$ cat src/rtl/core_sequencer_if.sv
// core_sequencer_if: run/decoder/memory-handshake and status bundle for core_sequencer.
// master = sequencer side, slave = environment (memory, decoder, debug).
interface core_sequencer_if;
    logic        run;
    logic        dec_mem_read;
    logic        dec_mem_write;
    logic        dec_reg_write;
    logic        dec_halt;
    logic        mem_ack;
    logic        mem_req;
    logic        mem_we;
    logic        mem_ifetch;
    logic        ir_load;
    logic        pc_write;
    logic        rf_write;
    logic        halted;
    logic        fault;
    logic        busy;
    logic [2:0]  state;
    logic [31:0] instr_count;
    modport master (
        input  run, dec_mem_read, dec_mem_write, dec_reg_write, dec_halt, mem_ack,
        output mem_req, mem_we, mem_ifetch, ir_load, pc_write, rf_write,
               halted, fault, busy, state, instr_count
    );
    modport slave (
        output run, dec_mem_read, dec_mem_write, dec_reg_write, dec_halt, mem_ack,
        input  mem_req, mem_we, mem_ifetch, ir_load, pc_write, rf_write,
               halted, fault, busy, state, instr_count
    );
endinterface

$ cat src/rtl/core_sequencer.sv
// core_sequencer: multi-cycle fetch/decode/exec/mem/wb sequencer with one shared memory port.
// Define SEQ_TIMEOUT_EN to build the memory wait counter that faults after TIMEOUT_CYCLES.
module core_sequencer #(
    parameter int TIMEOUT_CYCLES = 255
) (
    input logic             clk,
    input logic             rst_n,
    core_sequencer_if.master bus
);
    typedef enum logic [2:0] {
        S_IDLE   = 3'd0,
        S_FETCH  = 3'd1,
        S_DECODE = 3'd2,
        S_EXEC   = 3'd3,
        S_MEM    = 3'd4,
        S_WB     = 3'd5,
        S_HALT   = 3'd6,
        S_FAULT  = 3'd7
    } state_t;

    state_t      r_state, w_next;
    logic [31:0] r_instr_count;
    logic        w_retire, w_req, w_timeout, w_count;

    assign w_req = (r_state == S_FETCH) || (r_state == S_MEM);

`ifdef SEQ_TIMEOUT_EN
    localparam int W = $clog2(TIMEOUT_CYCLES + 1);
    logic [W-1:0] r_wait;
    // The cycle that would bring the counter to the limit faults unless ack arrives in it
    assign w_timeout = w_req && !bus.mem_ack && (r_wait == W'(TIMEOUT_CYCLES - 1));
    always_ff @(posedge clk or negedge rst_n) begin
        if (!rst_n)
            r_wait <= '0;
        else if (w_next != r_state)
            r_wait <= '0;
        else if (w_req && !bus.mem_ack)
            r_wait <= r_wait + 1'b1;
    end
    assign bus.fault = (r_state == S_FAULT);
`else
    logic w_unused_timeout;
    assign w_unused_timeout = TIMEOUT_CYCLES[0];
    assign w_timeout = 1'b0;
    assign bus.fault = 1'b0;
`endif

    always_comb begin
        w_next   = r_state;
        w_retire = 1'b0;
        case (r_state)
            S_IDLE:   w_next = bus.run ? S_FETCH : S_IDLE;
            S_FETCH:  w_next = bus.mem_ack ? S_DECODE : (w_timeout ? S_FAULT : S_FETCH);
            S_DECODE: w_next = bus.dec_halt ? S_HALT : S_EXEC;
            S_EXEC: begin
                w_next   = (bus.dec_mem_read || bus.dec_mem_write) ? S_MEM :
                           (bus.dec_reg_write ? S_WB : S_EXEC);
                w_retire = !bus.dec_mem_read && !bus.dec_mem_write && !bus.dec_reg_write;
            end
            S_MEM: begin
                w_next   = bus.mem_ack ? (bus.dec_mem_read ? S_WB : S_MEM) :
                           (w_timeout ? S_FAULT : S_MEM);
                w_retire = bus.mem_ack && !bus.dec_mem_read;
            end
            S_WB:     w_retire = 1'b1;
            S_HALT:   w_next = bus.run ? S_HALT : S_IDLE;
            default:  w_next = S_FAULT;
        endcase
        if (w_retire)
            w_next = bus.run ? S_FETCH : S_IDLE;
    end

    // A halt counts as retired on entry to HALT, without moving the PC
    assign w_count = w_retire || (r_state == S_DECODE && bus.dec_halt);

    always_ff @(posedge clk or negedge rst_n) begin
        if (!rst_n) begin
            r_state       <= S_IDLE;
            r_instr_count <= '0;
        end else begin
            r_state <= w_next;
            if (w_count)
                r_instr_count <= r_instr_count + 32'd1;
        end
    end

    assign bus.mem_req     = w_req;
    assign bus.mem_ifetch  = (r_state == S_FETCH);
    assign bus.mem_we      = (r_state == S_MEM) && bus.dec_mem_write;
    assign bus.ir_load     = (r_state == S_FETCH) && bus.mem_ack;
    assign bus.pc_write    = w_retire;
    assign bus.rf_write    = (r_state == S_WB);
    assign bus.halted      = (r_state == S_HALT);
    assign bus.busy        = (r_state != S_IDLE) && (r_state != S_HALT) && (r_state != S_FAULT);
    assign bus.state       = r_state;
    assign bus.instr_count = r_instr_count;
endmodule
$ cat src/flat_wrapper.sv
// flat-port wrapper written by rule: the top's interface ports become plain ports
module core_sequencer_flat 
#(
    parameter int TIMEOUT_CYCLES = 255
)
  (clk, rst_n, bus_run, bus_dec_mem_read, bus_dec_mem_write, bus_dec_reg_write, bus_dec_halt, bus_mem_ack, bus_mem_req, bus_mem_we, bus_mem_ifetch, bus_ir_load, bus_pc_write, bus_rf_write, bus_halted, bus_fault, bus_busy, bus_state, bus_instr_count);
  core_sequencer_if bus_i ();
  input logic clk;
  input logic rst_n;
  input wire logic [$bits(bus_i.run)-1:0] bus_run;
  input wire logic [$bits(bus_i.dec_mem_read)-1:0] bus_dec_mem_read;
  input wire logic [$bits(bus_i.dec_mem_write)-1:0] bus_dec_mem_write;
  input wire logic [$bits(bus_i.dec_reg_write)-1:0] bus_dec_reg_write;
  input wire logic [$bits(bus_i.dec_halt)-1:0] bus_dec_halt;
  input wire logic [$bits(bus_i.mem_ack)-1:0] bus_mem_ack;
  output wire logic [$bits(bus_i.mem_req)-1:0] bus_mem_req;
  output wire logic [$bits(bus_i.mem_we)-1:0] bus_mem_we;
  output wire logic [$bits(bus_i.mem_ifetch)-1:0] bus_mem_ifetch;
  output wire logic [$bits(bus_i.ir_load)-1:0] bus_ir_load;
  output wire logic [$bits(bus_i.pc_write)-1:0] bus_pc_write;
  output wire logic [$bits(bus_i.rf_write)-1:0] bus_rf_write;
  output wire logic [$bits(bus_i.halted)-1:0] bus_halted;
  output wire logic [$bits(bus_i.fault)-1:0] bus_fault;
  output wire logic [$bits(bus_i.busy)-1:0] bus_busy;
  output wire logic [$bits(bus_i.state)-1:0] bus_state;
  output wire logic [$bits(bus_i.instr_count)-1:0] bus_instr_count;
  assign bus_i.run = bus_run;
  assign bus_i.dec_mem_read = bus_dec_mem_read;
  assign bus_i.dec_mem_write = bus_dec_mem_write;
  assign bus_i.dec_reg_write = bus_dec_reg_write;
  assign bus_i.dec_halt = bus_dec_halt;
  assign bus_i.mem_ack = bus_mem_ack;
  assign bus_mem_req = bus_i.mem_req;
  assign bus_mem_we = bus_i.mem_we;
  assign bus_mem_ifetch = bus_i.mem_ifetch;
  assign bus_ir_load = bus_i.ir_load;
  assign bus_pc_write = bus_i.pc_write;
  assign bus_rf_write = bus_i.rf_write;
  assign bus_halted = bus_i.halted;
  assign bus_fault = bus_i.fault;
  assign bus_busy = bus_i.busy;
  assign bus_state = bus_i.state;
  assign bus_instr_count = bus_i.instr_count;
  core_sequencer #(.TIMEOUT_CYCLES(TIMEOUT_CYCLES)) u_core (.clk(clk), .rst_n(rst_n), .bus(bus_i));
endmodule
$ cat config.mk
export PLATFORM = sky130hd
export DESIGN_NAME = core_sequencer_flat
export DESIGN_NICKNAME = d
export VERILOG_FILES = /design/src/rtl/core_sequencer_if.sv /design/src/rtl/core_sequencer.sv /design/src/flat_wrapper.sv
export SDC_FILE = /design/constraint.sdc
export NUM_CORES = 1
export LEC_CHECK = 0
export ABC_AREA = 1
export BUFFER_PORTS_ARGS = -buffer_cell sky130_fd_sc_hd__buf_2
export CORE_MARGIN = 8
export CORE_UTILIZATION = 59
export CTS_BUF_LIST = sky130_fd_sc_hd__clkbuf_4 sky130_fd_sc_hd__clkbuf_8 sky130_fd_sc_hd__clkbuf_16
export DETAILED_ROUTE_END_ITERATION = 7
export GPL_TIMING_DRIVEN = 0
export PLACE_DENSITY = 0.86
export REMOVE_ABC_BUFFERS = 1
export SYNTH_ARGS = -nofsm -noshare
export SYNTH_HDL_FRONTEND = slang
export SYNTH_SLANG_ARGS = --single-unit
$ cat constraint.sdc
create_clock -name clk -period 3.8 [get_ports clk]
set_input_delay 0.38 -clock clk [delete_from_list [all_inputs] [get_ports clk]]
set_output_delay 0.38 -clock clk [all_outputs]
set_load 0.05 [all_outputs]
# Yosys cells after proc, flatten, opt, wreduce, memory -nomap -nowiden
# Cells that the tools add are included.
[totals]
in_bits = 8
reg_bits = 35
[classes]
add_sub_neg = 1
reduce_logical = 16
n_mux = 11
eq_ne = 9
[ops]
columns = ["op", "n"]
rows = [
  ["32-bit by 1-bit adder with 32-bit output (second input constant)", 1],
  ["3-bit case mux with 7 select lines", 1],
  ["3-bit two-way mux", 6],
  ["3-bit == test (second input constant)", 3],
  ["1-bit logical AND", 8],
  ["3-bit by 2-bit == test with 1-bit output (second input constant)", 2],
  ["3-bit inequality test (second input constant)", 2],
  ["3-bit by 1-bit == test with 1-bit output (second input constant)", 1],
  ["1-bit logical NOT", 3],
  ["3-bit logical NOT", 1],
  ["1-bit logical OR", 3],
  ["1-bit case mux with 3 select lines", 1],
  ["3-bit nonzero test", 1],
  ["1-bit two-way mux", 2],
  ["2-bit two-way mux", 1],
  ["2-bit by 1-bit inequality test with 1-bit output (second input constant)", 1],
]

# Logic depth before layout (Yosys ltp)
# Gate-level depths: netlist of the first run.
[logic_depth]
word_depth = 5
depth_mapped = 10
depth_no_buf = 10

# Worst setup path before layout of the first run
# OpenSTA, ideal clock, no wires.
[synth_timing]
kind = "flip-flop to output port"
startpoint = "reg u_core.r_state[0] (netlist: u_core.bus.state[0])"
endpoint = "out bus_ir_load"
path_stages_with_launch = 5
path_slack_ps = 914
arrival_time_ps = 2506
path_cell_list = "dfrtp_1 inv_2 nor3_1 nand2_1 inv_1"
[synth_via]
elab_chain_cells = 2
[synth_lines]
columns = ["element", "line", "rtl"]
rows = [
  ["start: declaration", "core_sequencer.sv:21", "state_t r_state, w_next;"],
  ["start signal: assignment", "core_sequencer.sv:81", "r_state <= w_next;"],
  ["3-bit by 1-bit == test with 1-bit output", "n/a", ""],
  ["named net bus_mem_ifetch", "flat_wrapper.sv:18", "output wire logic [$bits(bus_i.mem_ifetch)-1:0] bus_mem_ifetch;"],
  ["1-bit logical AND", "core_sequencer.sv:90", "assign bus.ir_load = (r_state == S_FETCH) && bus.mem_ack;"],
  ["end: declaration", "flat_wrapper.sv:19", "output wire logic [$bits(bus_i.ir_load)-1:0] bus_ir_load;"],
]
# The timed path passes the listed nets, and every way through them passes these cells.

# Worst setup path in the final report of the first run
[layout_timing]
startpoint = "reg u_core.r_state[2] (netlist: u_core.bus.state[2])"
endpoint = "reg u_core.r_instr_count[1] (netlist: u_core.bus.instr_count[1])"
[layout_via]
elab_chain_cells = 3
word_cells_on_any_way = 7
[layout_lines]
columns = ["element", "line", "rtl"]
rows = [
  ["3-bit == test, or another cell as far along", "core_sequencer.sv:51", "case (r_state)"],
  ["1-bit case mux with 3 select lines or 1-bit logical AND (tied branches)", "core_sequencer.sv:51, core_sequencer.sv:74", ""],
  ["1-bit logical OR *", "core_sequencer.sv:74", "assign w_count = w_retire || (r_state == S_DECODE && bus.dec_halt);"],
  ["end signal: assignment", "core_sequencer.sv:83", "r_instr_count <= r_instr_count + 32'd1;"],
  ["end: declaration", "core_sequencer.sv:22", "logic [31:0] r_instr_count;"],
]
# Every way passes the cells marked *; elsewhere a longest branch is shown, timed or not.
# A chain may end at the register's enable or synchronous reset.

==> results of run 1 <==
cell usage in the layout, fill, tap and decap left out, drive strengths merged:
cell / count
nor2: 56
nand4: 1
or2: 1
nand3b: 14
ha: 1
nor3b: 1
a21oi: 3
o21ai: 3
nor3: 8
conb: 1
nand3: 33
clkbuf: 5
xor2: 7
dfrtp: 35
clkinv: 3
buf: 50
nand2: 174
inv: 31
power by group through the flow:
stage,combinational [µW],clock (µW),sequential (µW)
after floorplan,421,0,609
after global placement,706,0,478
after detailed placement,726,0,480
after CTS,726,265,472
after global routing,781,285,482
final,720,262,474
per-layer routing:
layer | up-vias | global-route usage (%)
met5 | - | 0
met4 | 0 | 6.48
met3 | 9 | 3.94
met2 | 55 | 33.7
met1 | 1167 | 25.6
li1 | 1263 | -
layout make-up:
| cell class | instances | share of cell area (%) |
|---|---|---|
| clock buffers | 5 | 2.54 |
| well taps | 50 | 2.31 |
| inverters | 31 | 4.29 |
| clock inverters | 3 | 0.553 |
| repair buffers | 50 | 9.22 |
| multi-input cells | 303 | 48.8 |
| flip-flops and latches | 35 | 32.3 |
registers in the layout (all words and copies together) (netlist names):
| register | cells |
|---|---|
| u_core.bus.instr_count | 32 |
| u_core.bus.state | 3 |
critical path, stage by stage (launching register included):
cell and delay, ps:
dfrtp_1 450, inv_2 110, nand3_2 300, nand3_2 740
o21ai_0 460
logic make-up (layout without fill, tap and decap cells):
family | Yosys count | in the layout
flops | 35 | 35
xor+xnor | 7 | 7
fa+ha+maj | 1 | 1
compound gates | 6 | 6
simple gates | 288 | 288
other cells | 1 | 1
buf+inv | 39 | 89
how the worst min path moves through the flow:
stage	end	slack (ps)	depth (start not counted)
after floorplan	u_core.bus.instr_count[0]	80	0
after global placement	u_core.bus.instr_count[2]	500	1
after detailed placement	u_core.bus.instr_count[2]	500	1
after CTS	u_core.bus.instr_count[2]	200	1
after global routing	u_core.bus.instr_count[2]	220	1
final	u_core.bus.instr_count[2]	170	1
through the flow:
stage               utilization [%]  worst slack (ps)  cells  instance area [µm²]
detailed placement             66.7              1600    469                 2630
finish                         68.8              1630    477                 2710
global route                   68.8              1380    477                 2710
CTS                            68.8              1600    477                 2710
floorplan                         -               914    369                 2320
global placement               66.7              1720    469                 2630
==> out/results.txt, run 1 <==
Post-CTS setup buffers -> 0
Fin. Hold Viols -> 0
Met2 WL -> 2950 µm
Achievable frequency -> 460 MHz
# resized after CTS -> 0
Combinational group share of total power -> 49.5%
Final Slew Violations -> 0
Critical Path Sink Type -> flip-flop
Most common cell in the netlist -> nand2_1
Clock root cell -> clkbuf_8
Seq pwr share -> 32.5%
Clk sinks -> 35
Multi-input logic area -> 1330 µm²
Synth Area in XOR/XNOR -> 2.58%
Fin Clk Skew -> 9.66 ps
Fillers -> 377
CTS tree -> yes
Register-to-register setup slack -> 1630 ps
ANT cells -> 0
Placer Congestion -> 0.954
Met1 WL -> 2730 µm
Total Power -> 1460 µW
Multiplexer share of the synthesized area -> 0%
Total clock buffers created by CTS -> 5
Rel. slew slack -> 40.7%
HP Class -> in -> async
I/O pin count -> 52
R2R Path End -> u_core.bus.instr_count[1]
Min Tclk post-route -> 2170 ps
Syn Std Cell Area -> 2370 µm²
Synth Area in Simple Gates -> 51.1%
Dominant cell type by area after synthesis -> dfrtp_1
Compound-Gate Fraction of Synth Area -> 1.42%
Critical Path Fanout Max -> 49
Via count -> 2494
Synthesized instance count -> 377
Layout area overhead -> 14.3%
Drt pass-1 iters -> 4
FP Rows -> 23
Vias in the first global route -> 2329
Vias per Instance -> 5.23
Setup TNS -> 0 ps
Final period util -> 57.2%
Async SR Flop Fraction -> 100%
Clk slew on worst S/H paths -> 80 ps
Initial antenna violation count -> 0
DIE WIDTH -> 79.4 µm
# DRC -> 0
Worst endpoint required time -> 3980 ps
Starting Density -> 60.2%
H-tree depth -> 2
CP endpoint -> u_core.bus.instr_count[1]
Die Height -> 79.4 µm
Post-DRT Antenna Nets -> 0
Met3 Wirelength -> 271 µm
Clock Tree Buf Depth -> 2
DP HPWL -> 4590 µm
Synth top area cells -> dfrtp_1 (37%), nand2_1 (27%), nor2_1 (8.5%), nand3_1 (6.5%), nand3b_1 (4.4%)
First-pass GRT wire length -> 10500 µm
Routed WL -> 6030 µm
Sequential Area -> 876 µm²
Worst vdd ir -> 0.000820 V
Seq/Total Area, Yosys -> 36.9%
Grt total ovfl -> 0
CP startpoint -> u_core.bus.state[2]
DR iter-0 viols -> 175
Worst hold slack -> 165 ps
CTS Hold Bufs -> 0
Synth top area share -> 36.9%
Reg2reg start -> u_core.bus.state[2]
PortBufs -> 50
Number of synthesized register bits -> 35
Core ar. -> 3940 µm²
Top sig layer -> met4
Max-cap violations -> 0
Setup crit start kind -> flip-flop
RSZ-0062 raised after global routing -> no
Sw frac -> 52.8%
Final setup viols -> 0
All-Layer GR Usage -> 20.3%
Clock latency at the later pin of the worst-skew pair -> 290 ps
Most used DFF post-synth -> dfrtp_1
Status -> finished, final reports clean
Reg2Reg Depth -> 4
Clk network pwr share -> 18.0%
Largest family of logic cells by synthesized area -> simple AND/OR/NAND/NOR gates
Count of cell types in the netlist -> 24
EDFF count, synth -> 0
Top cells by count, synth -> nand2_1 (172), nor2_1 (54), dfrtp_1 (35)
Setup CP Type -> reg -> reg
Avg Synthesized Cell Area -> 6.30 µm²
Slew @ Worst Pin -> 889 ps
PD cells -> 537 nW/µm²
Routed len/inst -> 12.6 µm
DIE AREA -> 6310 µm²
Layout Nets -> 435
Crit path DAT -> 2350 ps
Layout cells sized above 1 -> 16.4%
Int Pwr -> 688 µW
Largest net degree at the start of global routing -> 50
Synth warn -> 0
Synth Area in Adders -> 0.527%
Leak Pwr -> 0.00142 µW
Sw power -> 769 µW
Power figures use the tool's default switching activity.
==> inputs of run 2 (changes only) <==
ABC_AREA = 0   (was 1)
CORE_UTILIZATION = 47   (was 59)
PLACE_DENSITY = 0.76   (was 0.86)
clock period = 1.8 ns   (was 3.8 ns; I/O delays follow)
==> out/results.txt, run 2 <==
Status -> finished, final reports clean (unchanged)
Dominant cell type by area after synthesis -> dfrtp_1 (unchanged)
Final period util -> 97.5%
CP startpoint -> u_core.bus.state[0] (was u_core.bus.state[2])
Seq/Total Area, Yosys -> 46.7% (was 36.9%)
Synth top area share -> 46.7% (was 36.9%)
Grt total ovfl -> 0 (unchanged)
Clock latency at the later pin of the worst-skew pair -> 280 ps (was 290 ps)
Number of synthesized register bits -> 35 (unchanged)
Synth warn -> 0 (unchanged)
Leak Pwr -> 0.00120 µW (was 0.00142 µW)
Clk slew on worst S/H paths -> 60 ps (was 80 ps)
Fillers -> 345 (was 377)
Synthesized instance count -> 195 (was 377)
Worst hold slack -> 187 ps (was 165 ps)
Non-Filler Instances -> 306 (was 477)
Most common cell after layout, fill and taps aside -> buf_2 (was nand2_1)
Sequential Area -> 893 µm² (was 876 µm²)
Setup CP Type -> reg -> out (was reg -> reg)
Layout cells sized above 1 -> 41.8% (was 16.4%)
Routed WL -> 4740 µm (was 6030 µm)
Avg Synthesized Cell Area -> 9.62 µm² (was 6.30 µm²)
Syn Std Cell Area -> 1880 µm² (was 2370 µm²)
Drt pass-1 iters -> 4 (unchanged)
Die Height -> 79.2 µm (was 79.4 µm)
Max-cap violations -> 0 (unchanged)
RSZ-0062 raised after global routing -> yes (was no)
Via count -> 1695 (was 2494)
Achievable frequency -> 570 MHz
FP Rows -> 23 (unchanged)
Worst endpoint required time -> 1620 ps (was 3980 ps)
Routed len/inst -> 15.5 µm (was 12.6 µm)
Vias in the first global route -> 1693 (was 2329)
H-tree depth -> 2 (unchanged)
Synth top area cells -> dfrtp_1 (47%), xor2_1 (7.5%), xnor2_1 (7.0%), nand3_1 (3.7%), nand2_1 (3.6%) (was dfrtp_1 (37%), nand2_1 (27%), nor2_1 (8.5%), nand3_1 (6.5%), nand3b_1 (4.4%))
Min Tclk post-route -> 1760 ps
Count of cell types in the netlist -> 39 (was 24)
Reg2reg start -> u_core.bus.state[2] (unchanged)
Clock root cell -> clkbuf_8 (unchanged)
Initial antenna violation count -> 0 (unchanged)
HP Start -> bus_run
Total clock buffers created by CTS -> 5 (unchanged)
DIE WIDTH -> 79.2 µm (was 79.4 µm)
I/O pin count -> 52 (unchanged)
Top cells by count, synth -> dfrtp_1 (35), nand2_1 (18), xor2_1 (16) (was nand2_1 (172), nor2_1 (54), dfrtp_1 (35))
Layout area overhead -> 31.8% (was 14.3%)
HP Class -> in -> reg (was in -> async)
DR iter-0 viols -> 90 (was 175)
EDFF count, synth -> 0 (unchanged)
Setup crit start kind -> flip-flop (unchanged)
Rel. slew slack -> 50.3% (was 40.7%)
Final Slew Violations -> 0 (unchanged)
Total Power -> 3230 µW (was 1460 µW)
Post-placement cell count -> 289 (was 469)
Max FFs per register -> 32 (unchanged)
Async SR Flop Fraction -> 100% (unchanged)
PD cells -> 1310 nW/µm² (was 537 nW/µm²)
ANT cells -> 0 (unchanged)
Crit path DAT -> 1580 ps (was 2350 ps)
Multi-input logic area -> 1070 µm² (was 1330 µm²)
CTS tree -> yes (unchanged)
Vias per Instance -> 5.54 (was 5.23)
DP HPWL -> 3360 µm (was 4590 µm)
Most used DFF post-synth -> dfrtp_1 (unchanged)
First-pass GRT wire length -> 7770 µm (was 10500 µm)
Setup TNS -> 0 ps (unchanged)
Most frequent cells in the layout -> buf_2 (49), dfrtp_1 (21), nand2_1 (17) (was nand2_1 (172), nor2_1 (54), buf_2 (50))
Starting Density -> 47.9% (was 60.2%)
Layout Nets -> 266 (was 435)
Final setup viols -> 0 (unchanged)
PortBufs -> 50 (unchanged)
Fin. Hold Viols -> 0 (unchanged)
Clock Tree Buf Depth -> 2 (unchanged)
Most common cell in the netlist -> dfrtp_1 (was nand2_1)
Worst vdd ir -> 0.00125 V (was 0.000820 V)
Placer Congestion -> 0.845 (was 0.954)
Clk sinks -> 35 (unchanged)
# DRC -> 0 (unchanged)
Core ar. -> 3910 µm² (was 3940 µm²)
DIE AREA -> 6270 µm² (was 6310 µm²)
Fin Clk Skew -> 4.08 ps (was 9.66 ps)
Critical Path Fanout Max -> 6 (was 49)
Slew @ Worst Pin -> 746 ps (was 889 ps)
Critical Path Sink Type -> output pin (was flip-flop)
Post-DRT Antenna Nets -> 0 (unchanged)
Largest net degree at the start of global routing -> 36 (was 50)
All-Layer GR Usage -> 15.3% (was 20.3%)
==> run 2: cell types whose count changed in the layout (fill, tap and decap cells not counted), sizes merged, moves of 6 or more <==
| cell | delta |
|---|---|
| xnor2 | +15 |
| xor2 | +9 |
| nand3 | -19 |
| inv | -23 |
| nand4 | +9 |
| nand2 | -156 |
| buf | +10 |
| nor4 | +6 |
| nand3b | -14 |
| nor2 | -42 |
==> run 2: through the flow <==
stage | worst slack [ps] | util, % | cell area (µm²)
floorplan | -248 | - | 1840
global placement | -172 | 55.1 | 2160
detailed placement | -186 | 55.1 | 2160
CTS | -1.10 | 59.8 | 2340
global route | -42.5 | 63.2 | 2470
finish | 44.7 | 63.2 | 2470
==> run 2: logic make-up after synthesis <==
kind of cell,synth area share [%]
AND/OR/NAND/NOR,27.1
flip-flops,46.7
XOR/XNOR,14.5
AO/OA/AOI/OAI,7.54
buffers and inverters,3.34
adder cells (fa/ha/maj),0.667
other,0.200
==> run 2: report_power, final <==
part	switching (µW)	internal, µW
clock	252	273
sequential	189	901
combinational	1110	508
==> run 2: per-layer routing <==
| metal | global-route usage, % | part of all wire (%) |
|---|---|---|
| met1 | 17.6 | 41 |
| met2 | 26.2 | 51 |
| met3 | 5.30 | 7.0 |
| met4 | 4.63 | 0.89 |
| met5 | 0 | 0 |
==> run 2: cell type report <==
type,count,share of cell area (%)
multi-input combinational,146,43.4
sequential,35,36.1
timing repair buffer,61,13.7
clock buffer,6,3.09
tap,50,2.53
inverter,8,1.21
==> run 2: timing repair <==
item	CTS	global route
hold buffers	1	0
setup endpoints to repair	19	19
pin swaps	1	5
endpoints found under the hold margin	35	0
gates resized for setup	15	26
setup buffers	5	5
==> run 2: final timing paths <==
check                      depth (start not counted)                    endpoint  slack [ps]
setup / recovery                                   4                bus_pc_write          40
hold / removal                                     3         u_core.bus.state[0]         190
setup reg to reg                                   5  u_core.bus.instr_count[11]          70
hold reg to reg                                    1  u_core.bus.instr_count[31]         470
max in group asynchronous                          2         u_core.bus.state[2]         780
min in group asynchronous                          2  u_core.bus.instr_count[13]         500
==> run 2: critical path: stages, from the launching register on <==
cell and delay, ps:
dfrtp_2 460, buf_4 150, o21ai_2 290, nand2_1 160, buf_4 220
